[config.mk]
export PLATFORM = sky130hd
export DESIGN_NAME = approx_adder_err_sweep_flat
export DESIGN_NICKNAME = d
export VERILOG_FILES = /design/src/rtl/adder_eval_pkg.sv /design/src/rtl/approx_adder_err_sweep_if.sv /design/src/rtl/err_accum.sv /design/src/rtl/approx_adder_err_sweep.sv /design/src/flat_wrapper.sv
export SDC_FILE = /design/constraint.sdc
export NUM_CORES = 1
export LEC_CHECK = 0
export CAP_MARGIN = 20
export CELL_PAD_IN_SITES_DETAIL_PLACEMENT = 2
export CELL_PAD_IN_SITES_GLOBAL_PLACEMENT = 2
export CORE_MARGIN = 5
export CORE_UTILIZATION = 36
export DETAILED_ROUTE_END_ITERATION = 8
export PLACE_DENSITY = 0.93
export SYNTH_ARGS = -nofsm -noshare
export SYNTH_HDL_FRONTEND = slang
export SYNTH_HIERARCHICAL = 1
export SYNTH_SLANG_ARGS = --single-unit
[constraint.sdc]
create_clock -name clk -period 10.96 [get_ports clk]
set_input_delay 2.74 -clock clk [delete_from_list [all_inputs] [get_ports clk]]
set_output_delay 2.74 -clock clk [all_outputs]
set_load 0.1 [all_outputs]
[src/rtl/adder_eval_pkg.sv]
// Shared types and width helpers for the approximate-adder error sweep.
//   state_e        : sweep controller states
//   sum_w/cnt_w    : widths of an AUT sum (W+1) and of the pair counters (2W+1)
//   acc_w_default  : default err_sum width, 3W+1, large enough for a full sweep
//   WAIT_W         : width of the per-pair settle counter (LAT is 0..15)
package adder_eval_pkg;

  typedef enum logic [1:0] {
    ST_IDLE = 2'd0,
    ST_RUN  = 2'd1,
    ST_DONE = 2'd2
  } state_e;

  localparam int unsigned WAIT_W = 4;

  function automatic int unsigned sum_w(input int unsigned w);
    return w + 1;
  endfunction

  function automatic int unsigned cnt_w(input int unsigned w);
    return 2 * w + 1;
  endfunction

  // Worst total is 2^(2W) * (2^(W+1) - 1) < 2^(3W+1).
  function automatic int unsigned acc_w_default(input int unsigned w);
    return 3 * w + 1;
  endfunction

endpackage

[src/rtl/approx_adder_err_sweep_if.sv]
// Bundle of control, AUT-facing and result signals of the error sweep.
//   master : evaluation side (drives start/abort, returns the AUT sum)
//   slave  : sweep controller (drives operands, status and error metrics)
interface approx_adder_err_sweep_if
  import adder_eval_pkg::*;
#(
  parameter int unsigned WIDTH = 8,
  parameter int unsigned ACC_W = acc_w_default(WIDTH)
);

  logic                 start;
  logic                 abort;
  logic                 busy;
  logic                 done;
  logic                 err_valid;
  logic [WIDTH-1:0]     dut_a;
  logic [WIDTH-1:0]     dut_b;
  logic [WIDTH:0]       dut_sum;
  logic [ACC_W-1:0]     err_sum;
  logic [WIDTH:0]       err_max;
  logic [2*WIDTH:0]     err_cnt;
  logic [WIDTH-1:0]     wce_a;
  logic [WIDTH-1:0]     wce_b;

  modport master (
    output start, abort, dut_sum,
    input  busy, done, err_valid, dut_a, dut_b,
           err_sum, err_max, err_cnt, wce_a, wce_b
  );

  modport slave (
    input  start, abort, dut_sum,
    output busy, done, err_valid, dut_a, dut_b,
           err_sum, err_max, err_cnt, wce_a, wce_b
  );

endinterface

[src/rtl/err_accum.sv]
// Error datapath: absolute difference between exact and AUT sum, then
// sum / nonzero-count / strict-max accumulation with worst-case operands.
//   clk, rst     : clock, asynchronous active-high reset
//   clr_i        : zero all accumulators (has priority over en_i)
//   en_i         : accumulate the current pair this cycle
//   a_i, b_i     : operands currently applied to the AUT
//   sum_i        : AUT result for a_i + b_i
//   err_sum_o, err_max_o, err_cnt_o, wce_a_o, wce_b_o : registered metrics
module err_accum
  import adder_eval_pkg::*;
#(
  parameter int unsigned WIDTH = 8,
  parameter int unsigned ACC_W = acc_w_default(WIDTH)
) (
  input  logic                         clk,
  input  logic                         rst,
  input  logic                         clr_i,
  input  logic                         en_i,
  input  logic [WIDTH-1:0]             a_i,
  input  logic [WIDTH-1:0]             b_i,
  input  logic [WIDTH:0]               sum_i,
  output logic [ACC_W-1:0]             err_sum_o,
  output logic [WIDTH:0]               err_max_o,
  output logic [2*WIDTH:0]             err_cnt_o,
  output logic [WIDTH-1:0]             wce_a_o,
  output logic [WIDTH-1:0]             wce_b_o
);

  localparam int unsigned SUM_W = sum_w(WIDTH);
  localparam int unsigned CNT_W = cnt_w(WIDTH);

  logic [SUM_W-1:0] exact;
  logic [SUM_W-1:0] err;
  logic             err_nz;

  logic [ACC_W-1:0] sum_q, sum_d;
  logic [SUM_W-1:0] max_q, max_d;
  logic [CNT_W-1:0] cnt_q, cnt_d;
  logic [WIDTH-1:0] wa_q, wa_d;
  logic [WIDTH-1:0] wb_q, wb_d;

  always_comb begin
    exact  = SUM_W'(a_i) + SUM_W'(b_i);
    err    = (exact >= sum_i) ? (exact - sum_i) : (sum_i - exact);
    err_nz = (err != '0);

    sum_d = sum_q;
    max_d = max_q;
    cnt_d = cnt_q;
    wa_d  = wa_q;
    wb_d  = wb_q;

    if (clr_i) begin
      sum_d = '0;
      max_d = '0;
      cnt_d = '0;
      wa_d  = '0;
      wb_d  = '0;
    end else if (en_i) begin
      sum_d = sum_q + ACC_W'(err);
      cnt_d = cnt_q + CNT_W'(err_nz);
      // Strict compare: on a tie the earliest pair stays recorded.
      if (err > max_q) begin
        max_d = err;
        wa_d  = a_i;
        wb_d  = b_i;
      end
    end
  end

  always_ff @(posedge clk or posedge rst) begin
    if (rst) begin
      sum_q <= '0;
      max_q <= '0;
      cnt_q <= '0;
      wa_q  <= '0;
      wb_q  <= '0;
    end else begin
      sum_q <= sum_d;
      max_q <= max_d;
      cnt_q <= cnt_d;
      wa_q  <= wa_d;
      wb_q  <= wb_d;
    end
  end

  assign err_sum_o = sum_q;
  assign err_max_o = max_q;
  assign err_cnt_o = cnt_q;
  assign wce_a_o   = wa_q;
  assign wce_b_o   = wb_q;

endmodule

[src/rtl/approx_adder_err_sweep.sv]
// Exhaustive error-characterisation controller for one approximate adder.
// Walks every (a, b) operand pair (b fastest), holds each pair for LAT+1
// cycles, samples the AUT sum on the last of them and accumulates error
// metrics through err_accum.
//   clk, rst : clock, asynchronous active-high reset
//   bus      : slave side of approx_adder_err_sweep_if
//              start/abort in, busy/done/err_valid out,
//              dut_a/dut_b out to the AUT, dut_sum in from the AUT,
//              err_sum/err_max/err_cnt/wce_a/wce_b result outputs
module approx_adder_err_sweep
  import adder_eval_pkg::*;
#(
  parameter int unsigned WIDTH = 8,
  parameter int unsigned LAT   = 0,
  parameter int unsigned ACC_W = acc_w_default(WIDTH)
) (
  input  logic                     clk,
  input  logic                     rst,
  approx_adder_err_sweep_if.slave  bus
);

  localparam logic [WAIT_W-1:0] LAT_CNT = WAIT_W'(LAT);

  state_e            state_q;
  logic [WIDTH-1:0]  a_q;
  logic [WIDTH-1:0]  b_q;
  logic [WAIT_W-1:0] wait_q;
  logic              busy_q;
  logic              done_q;
  logic              valid_q;

  logic              sample_now;
  logic              acc_en;
  logic              acc_clr;
  logic              last_pair;

  always_comb begin
    sample_now = (state_q == ST_RUN) && (wait_q == LAT_CNT);
    // An abort in the sample cycle suppresses that pair's update.
    acc_en     = sample_now && !bus.abort;
    acc_clr    = (state_q == ST_IDLE) && bus.start;
    last_pair  = (&a_q) && (&b_q);
  end

  always_ff @(posedge clk or posedge rst) begin
    if (rst) begin
      state_q <= ST_IDLE;
      a_q     <= '0;
      b_q     <= '0;
      wait_q  <= '0;
      busy_q  <= 1'b0;
      done_q  <= 1'b0;
      valid_q <= 1'b0;
    end else begin
      case (state_q)
        ST_IDLE: begin
          done_q <= 1'b0;
          if (bus.start) begin
            state_q <= ST_RUN;
            busy_q  <= 1'b1;
            valid_q <= 1'b0;
            a_q     <= '0;
            b_q     <= '0;
            wait_q  <= '0;
          end
        end

        ST_RUN: begin
          if (bus.abort) begin
            state_q <= ST_IDLE;
            busy_q  <= 1'b0;
          end else if (wait_q == LAT_CNT) begin
            wait_q <= '0;
            if (last_pair) begin
              // Operands stay at all-ones after the final pair.
              state_q <= ST_DONE;
              busy_q  <= 1'b0;
              done_q  <= 1'b1;
            end else begin
              b_q <= b_q + 1'b1;
              if (&b_q) begin
                a_q <= a_q + 1'b1;
              end
            end
          end else begin
            wait_q <= wait_q + 1'b1;
          end
        end

        ST_DONE: begin
          state_q <= ST_IDLE;
          done_q  <= 1'b0;
          valid_q <= 1'b1;
        end

        default: begin
          state_q <= ST_IDLE;
          busy_q  <= 1'b0;
          done_q  <= 1'b0;
        end
      endcase
    end
  end

  err_accum #(
    .WIDTH (WIDTH),
    .ACC_W (ACC_W)
  ) u_err_accum (
    .clk       (clk),
    .rst       (rst),
    .clr_i     (acc_clr),
    .en_i      (acc_en),
    .a_i       (a_q),
    .b_i       (b_q),
    .sum_i     (bus.dut_sum),
    .err_sum_o (bus.err_sum),
    .err_max_o (bus.err_max),
    .err_cnt_o (bus.err_cnt),
    .wce_a_o   (bus.wce_a),
    .wce_b_o   (bus.wce_b)
  );

  assign bus.busy      = busy_q;
  assign bus.done      = done_q;
  assign bus.err_valid = valid_q;
  assign bus.dut_a     = a_q;
  assign bus.dut_b     = b_q;

endmodule

[src/flat_wrapper.sv]
// flat-port wrapper written by rule: the top's interface ports become plain ports
module approx_adder_err_sweep_flat import adder_eval_pkg::*;
#(
  parameter int unsigned WIDTH = 8,
  parameter int unsigned LAT   = 0,
  parameter int unsigned ACC_W = acc_w_default(WIDTH)
)
  (clk, rst, bus_start, bus_abort, bus_dut_sum, bus_busy, bus_done, bus_err_valid, bus_dut_a, bus_dut_b, bus_err_sum, bus_err_max, bus_err_cnt, bus_wce_a, bus_wce_b);
  approx_adder_err_sweep_if #(.WIDTH(WIDTH), .ACC_W(ACC_W)) bus_i ();
  input  logic clk;
  input  logic rst;
  input wire logic [$bits(bus_i.start)-1:0] bus_start;
  input wire logic [$bits(bus_i.abort)-1:0] bus_abort;
  input wire logic [$bits(bus_i.dut_sum)-1:0] bus_dut_sum;
  output wire logic [$bits(bus_i.busy)-1:0] bus_busy;
  output wire logic [$bits(bus_i.done)-1:0] bus_done;
  output wire logic [$bits(bus_i.err_valid)-1:0] bus_err_valid;
  output wire logic [$bits(bus_i.dut_a)-1:0] bus_dut_a;
  output wire logic [$bits(bus_i.dut_b)-1:0] bus_dut_b;
  output wire logic [$bits(bus_i.err_sum)-1:0] bus_err_sum;
  output wire logic [$bits(bus_i.err_max)-1:0] bus_err_max;
  output wire logic [$bits(bus_i.err_cnt)-1:0] bus_err_cnt;
  output wire logic [$bits(bus_i.wce_a)-1:0] bus_wce_a;
  output wire logic [$bits(bus_i.wce_b)-1:0] bus_wce_b;
  assign bus_i.start = bus_start;
  assign bus_i.abort = bus_abort;
  assign bus_i.dut_sum = bus_dut_sum;
  assign bus_busy = bus_i.busy;
  assign bus_done = bus_i.done;
  assign bus_err_valid = bus_i.err_valid;
  assign bus_dut_a = bus_i.dut_a;
  assign bus_dut_b = bus_i.dut_b;
  assign bus_err_sum = bus_i.err_sum;
  assign bus_err_max = bus_i.err_max;
  assign bus_err_cnt = bus_i.err_cnt;
  assign bus_wce_a = bus_i.wce_a;
  assign bus_wce_b = bus_i.wce_b;
  approx_adder_err_sweep #(.WIDTH(WIDTH), .LAT(LAT), .ACC_W(ACC_W)) u_core (.clk(clk), .rst(rst), .bus(bus_i));
endmodule
==> reports/summary.txt <==
========================================================================================
Top cells by area in the synthesized netlist                                sky130_fd_sc_hd__dfrtp_1, sky130_fd_sc_hd__ha_1, sky130_fd_sc_hd__mux2i_1
Tightest Hold Check Type                                                         reg2reg
Overall via count from detail_route                                                 5448
GRT Total Usage                                                                    22.1%
Cell with the most instances after synthesis                                sky130_fd_sc_hd__dfrtp_1
Yosys top cell by area                                                      sky130_fd_sc_hd__dfrtp_1
Post-CTS Hold Fix Bufs                                                                 0
Mean routed wirelength per cell                                                  22.1 um
Worst Tran Pin Value                                                             1060 ps
Antenna violations before repair                                                       0
Number of buffers created by CTS                                                       9
Dpl ws                                                                           3000 ps
Reg2reg end                                                                 u_core/u_err_accum/wce_a_o[2]
Relative slew slack                                                                29.4%
Post-CTS Repair Setup Buffers                                                          0
Arrival time of the worst setup path                                             7460 ps
Final critical delay including setup and external delays                         7260 ps
Mean area per synthesized cell                                                 9.30 um^2
Antenna violation net count after detailed routing                                     0
Hold depth                                                                             1
Delay of the slowest cell on the worst path                                       670 ps
Htree depth                                                                            3
Clock latency reported for the late side of the worst-skew pair                   360 ps
RSZ-0062 raised after global routing                                               false
Vias in the first global route                                                      6279
Part of the Yosys area used for sequential elements                                38.2%
LEAKAGE                                                                          3.31 nW
Kind of end point of the critical path                                              flop
Final Max Tran Viols                                                                   0
Run status                                                                  finished, final reports clean
Floorplan die width                                                               139 um
Reg2reg path depth                                                                    26
Ratio of cells with drive above 1 in the final layout                              5.59%
Post-route DRC violation count                                                         0
Initial cell density of the core                                                   36.5%
Largest buffer count on any clock path                                                 2
Ordered cell list for the critical path                                     clkdlybuf4s50_1 -> inv_1 -> ha_1 -> nor2b_1 -> o31a_2 -> o21ai_4 -> o21ai_4 -> mux2i_1 -> xnor2_1 -> ha_1 -> a21o_1 -> a21o_1 -> a21oi_1 -> a221o_1 -> a31oi_4 -> buf_16 -> mux2i_1 -> nor2_1
Count of warnings emitted by yosys                                                     6
Root cell of the clock tree                                                 sky130_fd_sc_hd__clkbuf_16
Startpoint class of the critical path                                       primary input
Startpoint of the worst-slack reg-to-reg timing path                        u_core/bus.dut_a[0]
PnR Total Power                                                                0.00171 W
Dominant synthesized flop cell                                              sky130_fd_sc_hd__dfrtp_1
Area added between synthesis and finish                                            26.6%
Final setup fails                                                                      0
Share of Yosys cell area claimed by the top area cell type                         38.2%
Clock transition at the registers of the reported paths                            70 ps
Chip height                                                                       139 um
Cell area power density                                                      224 nW/um^2
Number of nets at the end of the flow                                                815
Wire length of the first global-routing pass                                     34.5 mm
DIE AREA                                                                      19400 um^2
Floorplan core area                                                           16500 um^2
Critical path's slowest cell                                                sky130_fd_sc_hd__a31oi_4
Post-route worst setup slack                                                     3700 ps
Maximum number of pins on one net before global-route repair                          70
Via-to-Cell Ratio                                                                   5.61
Peak ir drop on the vdd network                                               0.000129 V
Netlist area before placement                                                  6030 um^2
Commonest cells post-synth                                                  sky130_fd_sc_hd__dfrtp_1, sky130_fd_sc_hd__nor2_1, sky130_fd_sc_hd__ha_1, sky130_fd_sc_hd__nand2_1, sky130_fd_sc_hd__mux2i_1
Total Neg Setup Slack                                                               0 ps
DRT iter0 DRCs                                                                       239
Residual overflow from global routing                                                  0
Startpoint of the lowest-slack hold path                                    u_core/bus.done
Worst Clk Skew                                                                   9.11 ps
Post-DP Area                                                                   7240 um^2
Fill count                                                                          1728
Setup slack of the worst register-to-register path                               4290 ps
Layout Cell Area excl Fill                                                     7630 um^2
Total half-perimeter wirelength after legalization and detailed placement        15.3 mm
Antenna diode count                                                                    0
# clock sinks                                                                         92
Hold endpoint                                                               u_core/bus.done
Count of state elements after synthesis                                               92
Clock tree from TritonCTS                                                           done
Number of I/O pins                                                                    99
Area taken by multi-input logic gates                                          3500 um^2
Resized cells post-CTS                                                                 0
Final Cycle Share                                                                  66.2%
Distinct cells, synth                                                                 62
Number of detailed-routing iterations run before antenna repair                        4
Gate Count Post-Synth                                                                648
Post-synthesis net count                                                             717
WS Path Type                                                                      in2reg
Required time at the endpoint of the critical path                              11170 ps
Max_cap viols                                                                          0
Number of hold violations in the final report                                          0
Final wirelength                                                                 21.5 mm
Post-synth EDFFs                                                                       0
Highest fanout seen on the critical path                                              15
FFs w/ async S/R, synth                                                             100%
Total number of placement rows                                                        47
Routability Congestion                                                             0.918
Highest Clock Rate                                                               138 MHz
FF+latch area                                                                  2300 um^2
Number of I/O port buffers                                                            98
========================================================================================
through the flow:
step | util [%] | hold slack [ps] | std cells
floorplan | - | 502 | 648
global placement | 43.8 | 474 | 952
detailed placement | 43.8 | 500 | 952
CTS | 45.8 | 522 | 968
global route | 46.2 | 543 | 971
finish | 46.2 | 513 | 971
worst max-delay path, delay by kind of cell:
| family | cells | cell delay [ps] |
|---|---|---|
| xor gates and xnor gates | 1 | 440 |
| muxes | 2 | 440 |
| adders and majority gates | 2 | 600 |
| AOI/OAI and AO/OA | 8 | 2100 |
| buffers and inverters | 3 | 870 |
| and+or+nand+nor | 2 | 240 |
report_power, final:
group,switching [W],internal (W)
clock,0.000151,0.000203
sequential,0.0000632,0.000384
combinational,0.000635,0.000274
total,0.000849,0.000862
registers in the layout, summed over array words and instances (netlist names):
signal,cells
u_core/u_err_accum/wce_a_o,8
u_core/u_err_accum/err_max_o,9
u_core/bus.dut_a,8
u_core/u_err_accum/err_cnt_o,17
u_core/u_err_accum/wce_b_o,8
u_core/u_err_accum/err_sum_o,25
u_core/wait_q,4
u_core/state_q,2
u_core/bus.dut_b,8
u_core/bus.done,1
u_core/bus.busy,1
u_core/bus.err_valid,1
cells in the final DEF, fill, tap and decap left out, types with 6 or more instances in the layout:
cell type	instances
sky130_fd_sc_hd__nor2_1	79
sky130_fd_sc_hd__nand3_1	27
sky130_fd_sc_hd__nand2_1	51
sky130_fd_sc_hd__a211oi_1	6
sky130_fd_sc_hd__clkdlybuf4s50_1	98
sky130_fd_sc_hd__nor2b_1	10
sky130_fd_sc_hd__xor2_1	24
sky130_fd_sc_hd__mux2i_1	42
sky130_fd_sc_hd__nor3_1	11
sky130_fd_sc_hd__or3_1	10
sky130_fd_sc_hd__dfrtp_1	92
sky130_fd_sc_hd__a21o_1	12
sky130_fd_sc_hd__clkbuf_16	9
sky130_fd_sc_hd__inv_1	40
sky130_fd_sc_hd__o21a_1	6
sky130_fd_sc_hd__o21ai_0	27
sky130_fd_sc_hd__a21oi_1	37
sky130_fd_sc_hd__ha_1	52
sky130_fd_sc_hd__nand4_1	14
sky130_fd_sc_hd__xnor2_1	18
cells by family after synthesis:
family	share of synthesized area (%)
muxes	6.98
adders and majority gates	12.1
xor gates and xnor gates	6.10
DFF	38.2
and+or+nand+nor	19.0
buffers and inverters	4.05
AOI/OAI and AO/OA	13.6
cell type report:
class / count / area share [%]
repair buffers: 104 / 14.0
multi-input cells: 497 / 45.9
clock buffers: 9 / 2.95
inverters: 42 / 2.07
flip-flops and latches: 92 / 30.2
well taps: 220 / 3.61
clock inverters: 7 / 1.34
routing by layer:
layer  GRT usage, %  up-vias  part of all wire [%]
li1               -     2473                     -
met2           41.0      125                    54
met1           25.7     2810                    41
met3           3.09       40                   2.6
met5              0        -                     0
met4           7.88        0                   2.4
worst max path at each step:
stage | from | to | slack, ps | depth (start not counted)
finish | bus_dut_sum[1] | u_core/u_err_accum/wce_a_o[2] | 3700 | 18
global route | bus_dut_sum[2] | u_core/u_err_accum/wce_a_o[0] | 3500 | 17
CTS | bus_dut_sum[1] | u_core/u_err_accum/err_sum_o[12] | 3300 | 18
detailed placement | bus_dut_sum[1] | u_core/u_err_accum/err_sum_o[16] | 3000 | 17
global placement | bus_dut_sum[1] | u_core/u_err_accum/err_sum_o[24] | 3390 | 18
floorplan | bus_dut_sum[6] | u_core/u_err_accum/err_sum_o[24] | 4790 | 18
No activity file was read; power rests on OpenSTA's default activity.
